### src/rtl/uart_cmd_controller_pkg.sv
// Shared definitions for the UART command controller: FSM states, opcodes,
// error codes, config bit positions and packet helpers.
package uart_cmd_controller_pkg;

  typedef enum logic [2:0] {
    ST_HUNT = 3'd0,
    ST_CMD  = 3'd1,
    ST_ARG1 = 3'd2,
    ST_ARG2 = 3'd3,
    ST_CHK  = 3'd4,
    ST_EXEC = 3'd5
  } state_t;

  localparam logic [7:0] OP_WRITE_REG = 8'h01;
  localparam logic [7:0] OP_SET_CFG   = 8'h02;

  localparam logic [2:0] ERR_NONE    = 3'd0;
  localparam logic [2:0] ERR_CHK     = 3'd1;
  localparam logic [2:0] ERR_CMD     = 3'd2;
  localparam logic [2:0] ERR_TIMEOUT = 3'd3;
  localparam logic [2:0] ERR_OVERRUN = 3'd4;
  localparam logic [2:0] ERR_ARG     = 3'd5;

  // Field positions inside the SET_CFG argument byte
  localparam int CFG_PARITY_BIT = 0;
  localparam int CFG_PTYPE_BIT  = 1;
  localparam int CFG_STOP_BIT   = 2;
  localparam int CFG_LEN_LSB    = 4;
  localparam int CFG_LEN_MSB    = 7;

  function automatic logic [7:0] pkt_checksum(input logic [7:0] op,
                                              input logic [7:0] a1,
                                              input logic [7:0] a2);
    return op ^ a1 ^ a2;
  endfunction

  function automatic logic frame_len_ok(input logic [3:0] len);
    return (len == 4'd8) || (len == 4'd9);
  endfunction

endpackage

### src/rtl/uart_cmd_controller_if.sv
// Bundle between the UART frame processor / VGA register file side and the
// command controller; slave is the controller's view.
interface uart_cmd_controller_if;
  logic [8:0] frame;
  logic       frame_valid;
  logic       parity;
  logic       parity_type;
  logic       stop_bits;
  logic [3:0] frame_length;
  logic [7:0] reg_addr;
  logic [7:0] reg_data;
  logic       reg_valid;
  logic       reg_ready;
  logic       cmd_done;
  logic       cmd_error;
  logic [2:0] err_code;
  logic       busy;

  modport slave (
    input  frame, frame_valid, reg_ready,
    output parity, parity_type, stop_bits, frame_length,
    output reg_addr, reg_data, reg_valid,
    output cmd_done, cmd_error, err_code, busy
  );

  modport master (
    output frame, frame_valid, reg_ready,
    input  parity, parity_type, stop_bits, frame_length,
    input  reg_addr, reg_data, reg_valid,
    input  cmd_done, cmd_error, err_code, busy
  );
endinterface

### src/rtl/uart_cmd_controller_timeout.sv
// Inter-frame gap counter: expired_o flags the cycle in which the
// TIMEOUT_TICKS-th consecutive enabled tick without a clear occurs.
module uart_cmd_controller_timeout #(
  parameter int TIMEOUT_TICKS = 704
) (
  input  logic clk_16bd,
  input  logic rst,
  input  logic clr_i,
  input  logic en_i,
  output logic expired_o
);
  localparam int CW = $clog2(TIMEOUT_TICKS + 1);
  localparam logic [CW-1:0] LAST = CW'(TIMEOUT_TICKS - 1);

  logic [CW-1:0] cnt_q;

  always_ff @(posedge clk_16bd or posedge rst) begin
    if (rst) begin
      cnt_q <= '0;
    end else if (clr_i) begin
      cnt_q <= '0;
    end else if (en_i && (cnt_q != LAST)) begin
      cnt_q <= cnt_q + CW'(1);
    end
  end

  // cnt_q holds the number of idle ticks already elapsed, so this cycle is tick LAST+1
  assign expired_o = en_i && (cnt_q == LAST);

endmodule

### src/rtl/uart_cmd_controller.sv
// UART receive-path sequencer: assembles SYNC/CMD/ARG1/ARG2/CHK packets,
// owns the receiver configuration and issues VGA register writes.
module uart_cmd_controller
  import uart_cmd_controller_pkg::*;
#(
  parameter logic [7:0] SYNC_BYTE        = 8'hA5,
  parameter int         TIMEOUT_TICKS    = 704,
  parameter logic       DEF_PARITY       = 1'b0,
  parameter logic       DEF_PARITY_TYPE  = 1'b0,
  parameter logic       DEF_STOP_BITS    = 1'b0,
  parameter logic [3:0] DEF_FRAME_LENGTH = 4'd8
) (
  input  logic                  clk_16bd,
  input  logic                  rst,
  uart_cmd_controller_if.slave  bus
);

  state_t     state_q;
  logic [7:0] op_q, arg1_q, arg2_q;
  logic       parity_q, parity_type_q, stop_bits_q;
  logic [3:0] frame_length_q;
  logic [7:0] reg_addr_q, reg_data_q;
  logic       reg_valid_q, cmd_done_q, cmd_error_q, busy_q;
  logic [2:0] err_code_q;

  logic       fv;
  logic [7:0] rx_byte;
  logic       unused_frame_msb;
  logic       tmo_en, tmo_clr, tmo_expired;

  assign fv               = bus.frame_valid;
  assign rx_byte          = bus.frame[7:0];
  assign unused_frame_msb = bus.frame[8];

  assign tmo_en  = (state_q == ST_CMD) || (state_q == ST_ARG1) ||
                   (state_q == ST_ARG2) || (state_q == ST_CHK);
  assign tmo_clr = fv || !tmo_en;

  uart_cmd_controller_timeout #(
    .TIMEOUT_TICKS(TIMEOUT_TICKS)
  ) u_timeout (
    .clk_16bd  (clk_16bd),
    .rst       (rst),
    .clr_i     (tmo_clr),
    .en_i      (tmo_en),
    .expired_o (tmo_expired)
  );

  always_ff @(posedge clk_16bd or posedge rst) begin
    if (rst) begin
      state_q        <= ST_HUNT;
      op_q           <= '0;
      arg1_q         <= '0;
      arg2_q         <= '0;
      parity_q       <= DEF_PARITY;
      parity_type_q  <= DEF_PARITY_TYPE;
      stop_bits_q    <= DEF_STOP_BITS;
      frame_length_q <= DEF_FRAME_LENGTH;
      reg_addr_q     <= '0;
      reg_data_q     <= '0;
      reg_valid_q    <= 1'b0;
      cmd_done_q     <= 1'b0;
      cmd_error_q    <= 1'b0;
      err_code_q     <= ERR_NONE;
      busy_q         <= 1'b0;
    end else begin
      cmd_done_q  <= 1'b0;
      cmd_error_q <= 1'b0;

      // A frame arriving in the expiry cycle takes precedence over the timeout
      if (tmo_expired && !fv) begin
        cmd_error_q <= 1'b1;
        err_code_q  <= ERR_TIMEOUT;
        state_q     <= ST_HUNT;
        busy_q      <= 1'b0;
      end else begin
        case (state_q)
          ST_HUNT: begin
            if (fv && (rx_byte == SYNC_BYTE)) begin
              state_q <= ST_CMD;
              busy_q  <= 1'b1;
            end
          end
          ST_CMD: begin
            if (fv) begin
              if ((rx_byte == OP_WRITE_REG) || (rx_byte == OP_SET_CFG)) begin
                op_q    <= rx_byte;
                state_q <= ST_ARG1;
              end else begin
                cmd_error_q <= 1'b1;
                err_code_q  <= ERR_CMD;
                state_q     <= ST_HUNT;
                busy_q      <= 1'b0;
              end
            end
          end
          ST_ARG1: begin
            if (fv) begin
              arg1_q  <= rx_byte;
              state_q <= ST_ARG2;
            end
          end
          ST_ARG2: begin
            if (fv) begin
              arg2_q  <= rx_byte;
              state_q <= ST_CHK;
            end
          end
          ST_CHK: begin
            if (fv) begin
              state_q <= ST_HUNT;
              busy_q  <= 1'b0;
              if (rx_byte != pkt_checksum(op_q, arg1_q, arg2_q)) begin
                cmd_error_q <= 1'b1;
                err_code_q  <= ERR_CHK;
              end else if (op_q == OP_SET_CFG) begin
                if (frame_len_ok(arg1_q[CFG_LEN_MSB:CFG_LEN_LSB])) begin
                  parity_q       <= arg1_q[CFG_PARITY_BIT];
                  parity_type_q  <= arg1_q[CFG_PTYPE_BIT];
                  stop_bits_q    <= arg1_q[CFG_STOP_BIT];
                  frame_length_q <= arg1_q[CFG_LEN_MSB:CFG_LEN_LSB];
                  cmd_done_q     <= 1'b1;
                end else begin
                  cmd_error_q <= 1'b1;
                  err_code_q  <= ERR_ARG;
                end
              end else begin
                reg_addr_q  <= arg1_q;
                reg_data_q  <= arg2_q;
                reg_valid_q <= 1'b1;
                state_q     <= ST_EXEC;
                busy_q      <= 1'b1;
              end
            end
          end
          ST_EXEC: begin
            if (reg_valid_q && bus.reg_ready) begin
              reg_valid_q <= 1'b0;
              cmd_done_q  <= 1'b1;
              state_q     <= ST_HUNT;
              busy_q      <= 1'b0;
            end
            // Overrun drops the byte but leaves the pending write untouched
            if (fv) begin
              cmd_error_q <= 1'b1;
              err_code_q  <= ERR_OVERRUN;
            end
          end
          default: begin
            state_q <= ST_HUNT;
            busy_q  <= 1'b0;
          end
        endcase
      end
    end
  end

  assign bus.parity       = parity_q;
  assign bus.parity_type  = parity_type_q;
  assign bus.stop_bits    = stop_bits_q;
  assign bus.frame_length = frame_length_q;
  assign bus.reg_addr     = reg_addr_q;
  assign bus.reg_data     = reg_data_q;
  assign bus.reg_valid    = reg_valid_q;
  assign bus.cmd_done     = cmd_done_q;
  assign bus.cmd_error    = cmd_error_q;
  assign bus.err_code     = err_code_q;
  assign bus.busy         = busy_q;

endmodule

### src/flat_wrapper.sv
// flat-port wrapper written by rule: the top's interface ports become plain ports
module uart_cmd_controller_flat import uart_cmd_controller_pkg::*;
#(
  parameter logic [7:0] SYNC_BYTE        = 8'hA5,
  parameter int         TIMEOUT_TICKS    = 704,
  parameter logic       DEF_PARITY       = 1'b0,
  parameter logic       DEF_PARITY_TYPE  = 1'b0,
  parameter logic       DEF_STOP_BITS    = 1'b0,
  parameter logic [3:0] DEF_FRAME_LENGTH = 4'd8
)
  (clk_16bd, rst, bus_frame, bus_frame_valid, bus_reg_ready, bus_parity, bus_parity_type, bus_stop_bits, bus_frame_length, bus_reg_addr, bus_reg_data, bus_reg_valid, bus_cmd_done, bus_cmd_error, bus_err_code, bus_busy);
  uart_cmd_controller_if bus_i ();
  input  logic clk_16bd;
  input  logic rst;
  input wire logic [$bits(bus_i.frame)-1:0] bus_frame;
  input wire logic [$bits(bus_i.frame_valid)-1:0] bus_frame_valid;
  input wire logic [$bits(bus_i.reg_ready)-1:0] bus_reg_ready;
  output wire logic [$bits(bus_i.parity)-1:0] bus_parity;
  output wire logic [$bits(bus_i.parity_type)-1:0] bus_parity_type;
  output wire logic [$bits(bus_i.stop_bits)-1:0] bus_stop_bits;
  output wire logic [$bits(bus_i.frame_length)-1:0] bus_frame_length;
  output wire logic [$bits(bus_i.reg_addr)-1:0] bus_reg_addr;
  output wire logic [$bits(bus_i.reg_data)-1:0] bus_reg_data;
  output wire logic [$bits(bus_i.reg_valid)-1:0] bus_reg_valid;
  output wire logic [$bits(bus_i.cmd_done)-1:0] bus_cmd_done;
  output wire logic [$bits(bus_i.cmd_error)-1:0] bus_cmd_error;
  output wire logic [$bits(bus_i.err_code)-1:0] bus_err_code;
  output wire logic [$bits(bus_i.busy)-1:0] bus_busy;
  assign bus_i.frame = bus_frame;
  assign bus_i.frame_valid = bus_frame_valid;
  assign bus_i.reg_ready = bus_reg_ready;
  assign bus_parity = bus_i.parity;
  assign bus_parity_type = bus_i.parity_type;
  assign bus_stop_bits = bus_i.stop_bits;
  assign bus_frame_length = bus_i.frame_length;
  assign bus_reg_addr = bus_i.reg_addr;
  assign bus_reg_data = bus_i.reg_data;
  assign bus_reg_valid = bus_i.reg_valid;
  assign bus_cmd_done = bus_i.cmd_done;
  assign bus_cmd_error = bus_i.cmd_error;
  assign bus_err_code = bus_i.err_code;
  assign bus_busy = bus_i.busy;
  uart_cmd_controller #(.SYNC_BYTE(SYNC_BYTE), .TIMEOUT_TICKS(TIMEOUT_TICKS), .DEF_PARITY(DEF_PARITY), .DEF_PARITY_TYPE(DEF_PARITY_TYPE), .DEF_STOP_BITS(DEF_STOP_BITS), .DEF_FRAME_LENGTH(DEF_FRAME_LENGTH)) u_core (.clk_16bd(clk_16bd), .rst(rst), .bus(bus_i));
endmodule
### config.mk
export PLATFORM = sky130hd
export DESIGN_NAME = uart_cmd_controller_flat
export DESIGN_NICKNAME = d
export VERILOG_FILES = /design/src/rtl/uart_cmd_controller_pkg.sv /design/src/rtl/uart_cmd_controller_if.sv /design/src/rtl/uart_cmd_controller_timeout.sv /design/src/rtl/uart_cmd_controller.sv /design/src/flat_wrapper.sv
export SDC_FILE = /design/constraint.sdc
export NUM_CORES = 1
export LEC_CHECK = 0
export BUFFER_PORTS_ARGS = -buffer_cell sky130_fd_sc_hd__buf_2
export CAP_MARGIN = 15
export CORE_MARGIN = 2
export CORE_UTILIZATION = 40
export CTS_CLUSTER_DIAMETER = 50
export DETAILED_ROUTE_END_ITERATION = 7
export PLACE_DENSITY_LB_ADDON = 0.12
export SYNTH_ARGS = -nofsm -noshare
export SYNTH_HDL_FRONTEND = slang
export SYNTH_SLANG_ARGS = --single-unit
export TNS_END_PERCENT = 5
### constraint.sdc
create_clock -name clk_16bd -period 5.6 [get_ports clk_16bd]
set_input_delay 0.56 -clock clk_16bd [delete_from_list [all_inputs] [get_ports clk_16bd]]
set_output_delay 0.56 -clock clk_16bd [all_outputs]
set_load 0.005 [all_outputs]
## Word-level counts from Yosys, hierarchy flattened

Cells that the tools add are included.

| operators by class | value |
|---|---|
| add/subtract/negate cells | 1 |
| bitwise operators | 5 |
| multipliers | 0 |
| reductions and logical operators | 27 |
| divide/modulo/power cells | 0 |
| shifts and indexed selects | 0 |
| multiplexer cells | 50 |
| magnitude comparators | 0 |
| equality and inequality tests | 29 |

Operators with widths:

| kind | count |
|---|---|
| 3-bit two-way mux | 16 |
| 1-bit two-way mux | 25 |
| 6-bit AND reduction | 4 |
| 10-bit two-way mux | 2 |
| 3-bit one-hot mux with 6 select lines | 1 |
| 8-bit by 2-bit equality test with 1-bit output (second input constant) | 2 |
| 8-bit XOR | 2 |
| 3-bit != test (second input constant) | 5 |
| 10-bit by 1-bit adder with 10-bit output (second input constant) | 1 |
| 10-bit equality test (second input constant) | 1 |
| 10-bit != test (second input constant) | 1 |
| 3-bit one-hot mux with 3 select lines | 1 |
| 4-bit equality test (second input constant) | 2 |
| 8-bit by 1-bit equality test with 1-bit output (second input constant) | 1 |
| 8-bit equality test (second input constant) | 1 |
| 4-bit != test (second input constant) | 2 |
| 8-bit != test | 1 |
| 7-bit AND reduction | 1 |
| 3-bit by 2-bit equality test with 1-bit output (second input constant) | 2 |
| 3-bit equality test (second input constant) | 2 |
| 1-bit logical OR | 6 |
| 2-bit != test (second input constant) | 3 |
| 3-bit by 1-bit != test with 1-bit output (second input constant) | 2 |
| 3-bit AND reduction | 2 |
| 16 further kinds | 26 |

| word-level totals | value |
|---|---|
| output and inout port bits | 30 |
| bits in registers | 67 |
| input bits | 13 |
| bits in latches | 0 |
| memory bits (writable) | 0 |
| word-level logic and storage cells | 128 |
| ROM bits | 0 |
| memories | 0 |

## Longest topological paths before layout

Gate-level depths: netlist of run 1.

| logic depth | value |
|---|---|
| word-level depth | 8 |
| gate-level depth with buffers | 7 |
| mapped depth without buffers | 6 |

## Cells and area by module

A second synthesis of run 1 with hierarchy kept.

| second synthesis, totals | value |
|---|---|
| cell total of the unflattened synthesis | 284 |
| area total of the unflattened synthesis | 3288.2 um2 |

By module, submodules not included:

| module | cells an instance | area each (um2) | times used | seq. area each (um2) |
|---|---|---|---|---|
| uart_cmd_controller | 218 | 2660.1 | 1 | 1427.6 |
| uart_cmd_controller_timeout | 66 | 628.1 | 1 | 250.2 |

## Least setup slack after synthesis of run 1

Ideal clock, no wire load.

| timing path | value |
|---|---|
| path kind | input to register |
| start | input port bus_frame[4] |
| end | register u_core.busy_q, in the netlist u_core.bus.busy |
| library setup time | 0.126 ns |
| data arrival time | 2.041 ns |
| path buffers | 0 |
| cell stages on the path | 5 |
| required time | 5.474 ns |
| slack | 3.433 ns |
| cell sequence | or4_4 > o31a_1 > a2111o_1 > a32oi_1 > o21ai_1 |

| between the ends | value |
|---|---|
| longest elaborated chain between the ends | 5 |
| elaborated cells between the ends (all ways) | 13 |
| classes of those cells | eq/ne: 6; mux: 4; reduce/logical: 3 |

RTL lines:

| what | RTL line | RTL |
|---|---|---|
| from (decl) | flat_wrapper.sv:15 | `input wire logic [$bits(bus_i.frame)-1:0] bus_frame;` |
| 8-bit != test | uart_cmd_controller.sv:113 | `if (rx_byte != pkt_checksum(op_q, arg1_q, arg2_q)) begin` |
| 1-bit two-way mux | uart_cmd_controller.sv:113 |  |
| 1-bit two-way mux | uart_cmd_controller.sv:110 | `if (fv) begin` |
| 1-bit one-hot mux with 5 select lines | uart_cmd_controller.sv:77 | `case (state_q)` |
| 1-bit two-way mux | uart_cmd_controller.sv:71 | `if (tmo_expired && !fv) begin` |
| to (signal assigned) | uart_cmd_controller.sv:75 | `busy_q <= 1'b0;` |
| to (signal assigned) | uart_cmd_controller.sv:81 | `busy_q <= 1'b1;` |
| to (signal assigned) | uart_cmd_controller.sv:112 | `busy_q <= 1'b0;` |
| to (decl) | uart_cmd_controller.sv:23 | `logic reg_valid_q, cmd_done_q, cmd_error_q, busy_q;` |

Several ways; a longest one is shown, not always the timed one. The select of a mux whose other input is x is not followed.
A chain may end at the register's enable or synchronous reset.

## Worst setup path after layout of run 1

| timing path | value |
|---|---|
| start | register u_core.state_q[0] |
| end | register u_core.reg_addr_q[1], in the netlist u_core.bus.reg_addr[1] |

| between the ends | value |
|---|---|
| longest elaborated chain between the ends | 8 |
| elaborated cells between the ends (all ways) | 11 |
| classes of those cells | eq/ne: 4; bitwise: 1; reduce/logical: 6 |

RTL lines:

| what | RTL line | RTL |
|---|---|---|
| from (decl) | uart_cmd_controller.sv:18 | `state_t state_q;` |
| from (signal assigned) | uart_cmd_controller.sv:51 | `state_q <= ST_HUNT;` |
| from (signal assigned) | uart_cmd_controller.sv:74 | `state_q <= ST_HUNT;` |
| from (signal assigned) | uart_cmd_controller.sv:80 | `state_q <= ST_CMD;` |
| 3-bit by 1-bit equality test with 1-bit output / 3-bit by 2-bit equality test with 1-bit output (equally long branches) | uart_cmd_controller.sv:35 | `assign tmo_en = (state_q == ST_CMD) \|\| (state_q == ST_ARG1) \|\|` |
| 1-bit logical OR (2 in a row) | uart_cmd_controller.sv:35 |  |
| 1-bit logical OR | uart_cmd_controller.sv:36 | `(state_q == ST_ARG2) \|\| (state_q == ST_CHK);` |
| 1-bit logical AND | uart_cmd_controller_timeout.sv:28 | `assign expired_o = en_i && (cnt_q == LAST);` |
| 1-bit logical AND | uart_cmd_controller.sv:71 |  |
| 1-bit inverter (no source line) | - |  |
| 5-bit AND reduction (no source line) (*) | - |  |
| to (signal assigned) | uart_cmd_controller.sv:128 | `reg_addr_q <= arg1_q;` |
| to (decl) | uart_cmd_controller.sv:22 | `logic [7:0] reg_addr_q, reg_data_q;` |

Mark *: on every way between the ends. The rest lies on a longest branch, timed or not.

==> flow_metrics.env, run 1 <==
export IMPL_status="finished clean"
export IMPL_startpoint="u_core.state_q[0]$_DFFE_PP0P_"
export IMPL_rr_startpoint="u_core.state_q[0]$_DFFE_PP0P_"
export IMPL_io_pins=43
export IMPL_via_per_inst=5.09
export IMPL_cts_buffers=9
export IMPL_critPathSlowestCell="dfrtp_1"
export IMPL_period_needed_ns=2.44
export IMPL_synth_nets=276
export IMPL_switchingPower_w=0.000359
export IMPL_pwr_share_clk_pct=37.7
export IMPL_switching_share_pct=27.8
export IMPL_crit_path_end="u_core.bus.reg_addr[1]$_DFFE_PP0P_"
export IMPL_pwr_share_comb_pct=18.0
export IMPL_ys_types=52
export IMPL_dr_first_iter_drc_count=75
export IMPL_maxSlewViolCount=0
export IMPL_dieArea_mm2=0.00865
export IMPL_crit_chain="or3b_1 > nor2_1 > nand4_2 > mux2_1"
export IMPL_tightest_slew_ns=0.855
export IMPL_intPower_w=0.000931
export IMPL_grt_first_pass_wirelength_um=10800
export IMPL_syn_inst=262
export IMPL_rrSetupSlack_ns=3.16
export IMPL_n_fill_cell=770
export IMPL_num_nets_final=324
export IMPL_synth_edf_count=0
export IMPL_htreeDepth=3
export IMPL_cp_buffers_inverters=0
export IMPL_die_h_um=93.0
export IMPL_clkSinkCount=67
export IMPL_grt_usage_pct=16.2
export IMPL_grt_pass1_vias=2116
export IMPL_worst_ep_arrival_time_ns=2.67
export IMPL_path_clk_slew_ns=0.07
export IMPL_core_area_mm2=0.00769
export IMPL_drive_gt1_share_pct=28.6
export IMPL_synthFlopType="dfrtp_1"
export IMPL_rows=32
export IMPL_hold_viol_final=0
export IMPL_cp_depth=4
export IMPL_tns_ns=0
export IMPL_worstHoldPathType="in2async"
export IMPL_clockBufferDepth=2
export IMPL_drt_first_pass_iters=4
export IMPL_dp_cells=401
export IMPL_place_gp_congestion=0.833
export IMPL_die_width_um=93.0
export IMPL_routed_wl_um=6390
export IMPL_n_antenna_cell=0
export IMPL_crit_family="simple AND/OR/NAND/NOR gates"
export IMPL_netlist_area_mm2=0.00317
export IMPL_r2r_end="u_core.bus.reg_addr[1]$_DFFE_PP0P_"
export IMPL_cts_hold_buf=0
export IMPL_root_buffer="clkbuf_8"
export IMPL_cts_tree="done"
export IMPL_ys_warn_count=0
export IMPL_irDropWorstVdd_v=0.000153
export IMPL_r2r_cells=4
export IMPL_end_kind="flip-flop"
export IMPL_fin_crit_sh_pct=43.6
export IMPL_cap_violations=0
export IMPL_async_flop_share_pct=100
export IMPL_postRouteAntennaNets=0
export IMPL_hold_ws_ns=0.458
export IMPL_leakage_nw=1.81
export IMPL_fin_cells=417
export IMPL_postCtsSetupBuffers=0
export IMPL_finalSetupViolCount=0
export IMPL_hpwlAfterDp_um=4410
export IMPL_antenna_found_initial=0
export IMPL_vias=2121
export IMPL_cts_resized_gates=0
export IMPL_power_frac_seq_pct=44.2
export IMPL_relSlewSlack_pct=43.0
export IMPL_insertion_delay_ns=0.34
export IMPL_area_delta_synth_final_pct=17.7
export IMPL_required_ns=5.82
export IMPL_worst_setup_path_type="reg2reg"
export IMPL_seq_area_frac_synth_pct=53.0
export IMPL_globalRouteOverflowTotal=0
export IMPL_drc=0
export IMPL_grt_max_degree=68
export IMPL_syn_avg_cell_area_um2=12.1
export IMPL_yosys_register_bits=67
export IMPL_io_buffers=41
export IMPL_wl_per_cell_um=15.3
export IMPL_crit_path_start_kind="flip-flop"
export IMPL_clock_skew_ns=0.00821
export IMPL_fmax_mhz=409
export IMPL_power_density_mw_per_mm2=346
export IMPL_rsz0062_at_grt="no"
export IMPL_path_max_fanout=17
export IMPL_max_stage_delay_ns=0.56
export IMPL_start_util_pct=41.2
## metrics by stage
| stage | util, % | instance area (um^2) | setup WS (ns) | total power [W] |
|---|---|---|---|---|
| 6_report | 48.5 | 3730 | 3.16 | 0.00129 |
| 5_1_grt | 48.5 | 3730 | 2.99 | 0.00136 |
| 4_1_cts | 48.5 | 3730 | 3.10 | 0.00131 |
| 3_5_place_dp | 45.4 | 3490 | 2.94 | 0.000814 |
| 3_3_place_gp | 45.4 | 3490 | 2.97 | 0.000811 |
| 2_1_floorplan | - | 3170 | 3.36 | 0.000742 |
## worst reg2reg max path, cell delays in order, from the launching register on
cell,delay [ns]
dfrtp_1,0.56
or3b_1,0.54
nor2_1,0.15
nand4_2,0.54
mux2_1,0.54
## power by group through the flow
stage	registers [W]	clock network (W)	logic (W)
2_1_floorplan	0.000556	0	0.000186
3_3_place_gp	0.000580	0	0.000230
3_5_place_dp	0.000580	0	0.000234
4_1_cts	0.000570	0.000502	0.000235
5_1_grt	0.000578	0.000519	0.000263
6_report	0.000571	0.000487	0.000233
## layout by cell type, fill, tap and decap left out, types with 3 or more instances in the layout
cell / n
nand3_1: 7
xnor2_1: 27
nand4_1: 4
nor2_1: 14
buf_2: 41
mux2i_1: 4
o21ai_1: 3
o21ai_0: 3
a211oi_1: 3
a21oi_1: 8
bufinv_16: 3
mux2_1: 18
nand2_1: 14
and2_1: 8
nor3_1: 3
inv_1: 4
mux2_2: 20
xor2_1: 5
clkbuf_8: 10
nor4_1: 3
dfrtp_1: 66
## layout make-up
class / instances / area (um^2) / share of cell area, %
sequential: 67 / 1680 / 45.0
timing repair buffer: 43 / 220 / 5.90
inverter: 6 / 22.5 / 0.604
tap: 102 / 128 / 3.42
multi-input combinational: 183 / 1440 / 38.6
clock inverter: 5 / 100 / 2.68
clock buffer: 11 / 141 / 3.79
## cells by family (layout without fill, tap and decap cells)
family	after synthesis	in the layout	synth area share, %
xor+xnor	32	32	8.85
fa+ha+maj	1	1	0.395
flops	67	67	53.0
simple gates	74	74	13.7
mux	42	42	14.8
compound gates	34	34	7.78
buf+inv	12	65	1.58
## worst min-delay path by stage
| stage | end | startpoint | cells past startpoint |
|---|---|---|---|
| final | u_core.bus.frame_length[1]$_DFFE_PP0P_ | rst | 3 |
| after global routing | u_core.bus.reg_data[0]$_DFFE_PP0P_ | u_core.bus.reg_data[0]$_DFFE_PP0P_ | 1 |
| after CTS | u_core.bus.frame_length[1]$_DFFE_PP0P_ | rst | 3 |
| after detailed placement | u_core.bus.frame_length[2]$_DFFE_PP0P_ | u_core.bus.frame_length[2]$_DFFE_PP0P_ | 1 |
| after global placement | u_core.bus.frame_length[1]$_DFFE_PP0P_ | u_core.bus.frame_length[1]$_DFFE_PP0P_ | 1 |
| after floorplan | u_core.bus.frame_length[1]$_DFFE_PP0P_ | u_core.bus.frame_length[1]$_DFFE_PP0P_ | 1 |
## sequential cells by signal, summed over array words and instances, names as in the netlist
name and flops:
u_core.bus.cmd_error 1, u_core.bus.parity_type 1, u_core.bus.reg_addr 8, u_core.bus.busy 1, u_core.bus.parity 1, u_core.bus.reg_valid 1, u_core.u_timeout.cnt_q 10, u_core.bus.cmd_done 1
u_core.arg2_q 8, u_core.op_q 8, u_core.arg1_q 8, u_core.bus.frame_length 4, u_core.bus.stop_bits 1, u_core.bus.reg_data 8, u_core.state_q 3, u_core.bus.err_code 3
## Yosys cell counts, types with 3 or more instances
| cell | number | area, um^2 |
|---|---|---|
| dfrtp_1 | 66 | 1650 |
| xnor2_1 | 27 | 236 |
| mux2_2 | 20 | 225 |
| mux2_1 | 18 | 203 |
| nand2_1 | 14 | 52.6 |
| nor2_1 | 14 | 52.6 |
| a21oi_1 | 8 | 40.0 |
| and2_1 | 8 | 50.1 |
| nand3_1 | 7 | 35.0 |
| inv_1 | 5 | 18.8 |
| xor2_1 | 5 | 43.8 |
| buf_2 | 4 | 20.0 |
| mux2i_1 | 4 | 40.0 |
| nand4_1 | 4 | 25.0 |
| a211oi_1 | 3 | 22.5 |
| nor3_1 | 3 | 15.0 |
| nor4_1 | 3 | 18.8 |
| o21ai_0 | 3 | 15.0 |
| o21ai_1 | 3 | 15.0 |
## metal layers
metal	wire [um]	vias to the layer above	global-route usage, %
met5	0	-	0
met4	139	0	7.35
met3	217	11	3.63
met2	2840	35	24.5
met1	3190	1042	22.4
li1	-	1033	-
(Power assumes the default switching activity.)
==> inputs of run 2 (changes only) <==
Clock period 5.6 ns to 2.1 ns, I/O delays scaled along.
==> flow_metrics.env, run 2 (synthesized netlist as in run 1, its figures left out) <==
export IMPL_hold_ws_ns=0.165
export IMPL_path_max_fanout=8
export IMPL_max_stage_delay_ns=0.51
export IMPL_fmax_mhz=498
export IMPL_power_density_mw_per_mm2=885
export IMPL_crit_chain="ha_1 > and4b_1 > nor4bb_1 > buf_4 > a2111oi_0 > xnor2_1 > nor2_1"
export IMPL_leakage_nw=1.90
export IMPL_worstHoldPathType="in2reg"
export IMPL_final_cell_mix="dfrtp_1, buf_2, xnor2_1, mux2_2, buf_4"
export IMPL_drt_first_pass_iters=4
export IMPL_wl_per_cell_um=15.2
export IMPL_clockBufferDepth=2
export IMPL_core_area_mm2=0.00769
export IMPL_globalRouteOverflowTotal=0
export IMPL_hold_viol_final=0
export IMPL_tns_ns=0
export IMPL_clock_skew_ns=0.00978
export IMPL_io_buffers=41
export IMPL_irDropWorstVdd_v=0.000326
export IMPL_io_pins=43
export IMPL_htreeDepth=3
export IMPL_relSlewSlack_pct=65.1
export IMPL_hpwlAfterDp_um=4630
export IMPL_vias=2181
export IMPL_largest_register_ffs=10
export IMPL_place_gp_congestion=0.842
export IMPL_hold_path_end="u_core.arg1_q[6]$_DFFE_PP0P_"
export IMPL_cap_violations=0
export IMPL_place_area_mm2=0.00364
export IMPL_area_delta_synth_final_pct=22.6
export IMPL_whs_path_depth=2
export IMPL_grt_pass1_vias=2270
export IMPL_critPathSlowestCell="a2111oi_0"
export IMPL_period_needed_ns=2.01
export IMPL_via_per_inst=5.00
export IMPL_final_common_cell="dfrtp_1"
export IMPL_dieArea_mm2=0.00865
export IMPL_path_clk_slew_ns=0.07
export IMPL_n_antenna_cell=0
export IMPL_rsz0062_at_grt="no"
export IMPL_rows=32
export IMPL_holdCritStartpoint="bus_frame[6]"
export IMPL_postRouteAntennaNets=0
export IMPL_insertion_delay_ns=0.34
export IMPL_die_width_um=93.0
export IMPL_total_power_w=0.00344
export IMPL_final_area_mm2=0.00388
export IMPL_top_register="u_core.u_timeout.cnt_q"
export IMPL_start_util_pct=41.2
export IMPL_r2r_end="u_core.u_timeout.cnt_q[9]$_DFFE_PP0P_"
export IMPL_worst_setup_path_type="reg2reg"
export IMPL_num_nets_final=343
export IMPL_status="finished clean"
export IMPL_drive_gt1_share_pct=32.3
export IMPL_grt_usage_pct=17.1
export IMPL_postCtsSetupBuffers=0
export IMPL_fin_crit_sh_pct=95.7
export IMPL_tightest_slew_ns=0.511
export IMPL_r2r_cells=7
export IMPL_cts_buffers=9
export IMPL_end_kind="flip-flop"
export IMPL_n_fill_cell=740
export IMPL_maxSlewViolCount=0
export IMPL_dr_first_iter_drc_count=73
export IMPL_rrSetupSlack_ns=0.09
export IMPL_antenna_found_initial=0
export IMPL_worst_ep_arrival_time_ns=2.22
export IMPL_drc=0
export IMPL_grt_first_pass_wirelength_um=11500
export IMPL_routed_wl_um=6620
export IMPL_grt_max_degree=68
export IMPL_cts_tree="done"
export IMPL_rr_startpoint="u_core.u_timeout.cnt_q[0]$_DFFE_PP0P_"
export IMPL_die_h_um=93.0
export IMPL_crit_path_start_kind="flip-flop"
export IMPL_crit_family="compound AO/OA/AOI/OAI gates"
export IMPL_root_buffer="clkbuf_8"
export IMPL_clkSinkCount=67
export IMPL_cp_buffers_inverters=1
export IMPL_finalSetupViolCount=0
export IMPL_required_ns=2.31
export IMPL_utilization_pct=50.5
[run 2: layout make-up]
class                           count  area (um^2)  area share [%]
Multi-Input combinational cell    183         1460            37.5
Inverter                            6         22.5           0.580
Sequential cell                    67         1680            43.2
Clock buffer                       12          145            3.74
Tap cell                          102          128            3.29
Timing Repair Buffer               62          378            9.73
Clock inverter                      4         73.8            1.90
[run 2: how the worst max path moves through the flow]
stage	to	startpoint	cells past startpoint
finish	u_core.u_timeout.cnt_q[9]$_DFFE_PP0P_	u_core.u_timeout.cnt_q[0]$_DFFE_PP0P_	7
global route	u_core.bus.reg_data[0]$_DFFE_PP0P_	u_core.op_q[1]$_DFFE_PP0P_	6
CTS	u_core.u_timeout.cnt_q[7]$_DFFE_PP0P_	u_core.u_timeout.cnt_q[0]$_DFFE_PP0P_	7
detailed placement	u_core.u_timeout.cnt_q[7]$_DFFE_PP0P_	u_core.u_timeout.cnt_q[0]$_DFFE_PP0P_	7
global placement	u_core.bus.busy$_DFFE_PP0P_	bus_frame[4]	6
floorplan	u_core.op_q[0]$_DFFE_PP0P_	u_core.state_q[1]$_DFFE_PP0P_	5
[run 2: stage by stage]
| stage | instances | setup slack [ns] |
|---|---|---|
| 4_1_cts | 436 | 0.0257 |
| 5_1_grt | 436 | 0.0165 |
| 3_3_place_gp | 419 | 0.0531 |
| 2_1_floorplan | 262 | 0.161 |
| 3_5_place_dp | 419 | 0.0319 |
| 6_report | 436 | 0.0910 |
[run 2: layer usage]
layer | track usage, % | up-vias | part of all wire, %
li1 | - | 1079 | -
met1 | 23.8 | 1059 | 49
met2 | 26.4 | 39 | 47
met3 | 4.51 | 4 | 3.7
met4 | 5.15 | 0 | 0.80
met5 | 0 | - | 0
[run 2: repair_timing]
item,4_1_cts,5_1_grt
setup endpoints to repair,0,2
hold buffers,1,0
gates resized for setup,0,3
hold endpoints to repair,66,0
[run 2: report_power, final]
group	switching [W]	leakage, nW	internal [W]
Sequential	0.0000853	0.919	0.00139
Combinational	0.000427	0.866	0.000349
Clock	0.000485	0.111	0.000702
Total	0.000997	1.90	0.00244
[run 2: worst reg2reg max path, stage by stage, from the launching register on]
cell	delay, ns
dfrtp_1	0.41
ha_1	0.22
and4b_1	0.20
nor4bb_1	0.14
buf_4	0.17
a2111oi_0	0.51
xnor2_1	0.18
nor2_1	0.05
==> inputs of run 3 (changes only) <==
Settings changed: PLACE_DENSITY set to 0.59, PLACE_DENSITY_LB_ADDON 0.12 to not set.
==> flow_metrics.env, run 3 (synthesized netlist as in run 1, its figures left out) <==
export IMPL_status="finished clean"
export IMPL_wl_met3_um=223
export IMPL_place_gp_congestion=0.800
export IMPL_finalSetupViolCount=0
export IMPL_worst_setup_path_type="reg2reg"
export IMPL_max_stage_delay_ns=0.46
export IMPL_postRouteAntennaNets=0
export IMPL_area_delta_synth_final_pct=23.1
export IMPL_root_buffer="clkbuf_8"
export IMPL_cts_buffers=9
export IMPL_crit_path_start_kind="flip-flop"
export IMPL_largest_register_ffs=10
export IMPL_fin_crit_sh_pct=94.8
export IMPL_drt_met1_wl_um=3190
export IMPL_final_common_cell="dfrtp_1"
export IMPL_insertion_delay_ns=0.34
export IMPL_path_clk_slew_ns=0.07
export IMPL_maxSlewViolCount=0
export IMPL_num_nets_final=344
export IMPL_grt_usage_pct=16.8
export IMPL_leakage_nw=1.90
export IMPL_rsz0062_at_grt="yes"
export IMPL_irDropWorstVdd_v=0.000421
export IMPL_path_max_fanout=9
export IMPL_drt_first_pass_iters=4
export IMPL_critPathSlowestCell="or3b_1"
export IMPL_drc=0
export IMPL_cap_violations=0
export IMPL_hold_viol_final=0
export IMPL_die_width_um=93.0
export IMPL_die_h_um=93.0
export IMPL_dr_first_iter_drc_count=83
export IMPL_drive_gt1_share_pct=33.1
export IMPL_n_antenna_cell=0
export IMPL_clkSinkCount=67
export IMPL_cp_buffers_inverters=2
export IMPL_multiInputGateArea_mm2=0.00146
export IMPL_core_area_mm2=0.00769
export IMPL_seqCellArea_mm2=0.00168
export IMPL_end_kind="flip-flop"
export IMPL_grt_first_pass_wirelength_um=11300
export IMPL_vias=2201
export IMPL_crit_chain="buf_4 > or3b_1 > nor2_1 > nand4_2 > buf_4 > mux2_1"
export IMPL_via_per_inst=5.04
export IMPL_grt_max_degree=68
export IMPL_dieArea_mm2=0.00865
export IMPL_hold_ws_ns=0.157
export IMPL_wl_per_cell_um=15.1
export IMPL_routed_wl_um=6600
export IMPL_antenna_found_initial=0
export IMPL_crit_family="simple AND/OR/NAND/NOR gates"
export IMPL_final_cell_mix="dfrtp_1, buf_2, xnor2_1, mux2_2, buf_4"
export IMPL_htreeDepth=3
export IMPL_place_area_mm2=0.00362
export IMPL_worst_ep_arrival_time_ns=2.21
export IMPL_relSlewSlack_pct=66.8
export IMPL_cts_tree="done"
export IMPL_power_density_mw_per_mm2=889
export IMPL_tightest_slew_ns=0.486
export IMPL_wl_met2_um=3100
export IMPL_n_fill_cell=712
export IMPL_start_util_pct=41.2
export IMPL_grt_pass1_vias=2229
export IMPL_io_buffers=41
export IMPL_period_needed_ns=1.99
export IMPL_cpMostUsedCell="buf_4"
export IMPL_worstHoldPathType="in2reg"
export IMPL_top_register="u_core.u_timeout.cnt_q"
export IMPL_globalRouteOverflowTotal=0
export IMPL_fmax_mhz=502
export IMPL_clock_skew_ns=0.00962
export IMPL_highest_layer="met4"
export IMPL_io_pins=43
export IMPL_hpwlAfterDp_um=4590
export IMPL_final_area_mm2=0.00390
export IMPL_rows=32
export IMPL_clockBufferDepth=2
export IMPL_required_ns=2.32
run 3: cell types whose count changed in the layout (fill, tap and decap cells not counted), sizes merged:
cell      change
buf           +1
clkinv        -1
clkinvlp      +1
run 3: routing by layer:
layer / GRT usage (%) / vias up
li1: - / 1084
met1: 24.0 / 1079
met2: 25.4 / 30
met3: 3.63 / 8
met4: 6.00 / 0
met5: 0 / -
run 3: per-stage QoR:
step	TNS [ns]	total power [W]	cells	worst slack (ns)	utilization, %
after global placement	0	0.00224	417	0.0603	47.1
after floorplan	0	0.00198	262	0.161	-
after CTS	0	0.00348	434	0.0399	50.2
final	0	0.00347	437	0.110	50.7
after global routing	-0.00880	0.00366	437	-0.00692	50.7
after detailed placement	0	0.00225	417	0.0168	47.1
run 3: worst paths after layout:
check                           slack (ns)                              startpoint  cells past startpoint                                      to
worst min-delay path                  0.16                            bus_frame[6]                      2            u_core.arg2_q[6]$_DFFE_PP0P_
worst min register to register        0.48  u_core.bus.frame_length[2]$_DFFE_PP0P_                      1  u_core.bus.frame_length[2]$_DFFE_PP0P_
max in group asynchronous             1.31                                     rst                      4  u_core.bus.frame_length[3]$_DFFE_PP1P_
worst max-delay path                  0.11           u_core.state_q[1]$_DFFE_PP0P_                      6      u_core.bus.reg_addr[2]$_DFFE_PP0P_
min in group asynchronous             0.48                                     rst                      4   u_core.u_timeout.cnt_q[6]$_DFFE_PP0P_
worst max register to register        0.11           u_core.state_q[1]$_DFFE_PP0P_                      6      u_core.bus.reg_addr[2]$_DFFE_PP0P_
run 3: area by class of cell:
type / count / share of cell area, %
Timing Repair Buffer: 63 / 9.88
Inverter: 6 / 0.577
Multi-Input combinational cell: 183 / 37.4
Clock buffer: 12 / 3.98
Tap cell: 102 / 3.27
Clock inverter: 4 / 1.86
Sequential cell: 67 / 43.0
run 3: what timing repair did:
action / CTS / global route
buffers inserted: 0 / 3
hold buffers: 1 / 0
endpoints found under the hold margin: 66 / 0
endpoints found under the setup margin: 0 / 13
resized for setup: 0 / 4
run 3: power by group:
group / switching, W / internal [W]
sequential: 0.0000871 / 0.00139
clock: 0.000486 / 0.000732
combinational: 0.000424 / 0.000347
total: 0.000997 / 0.00247
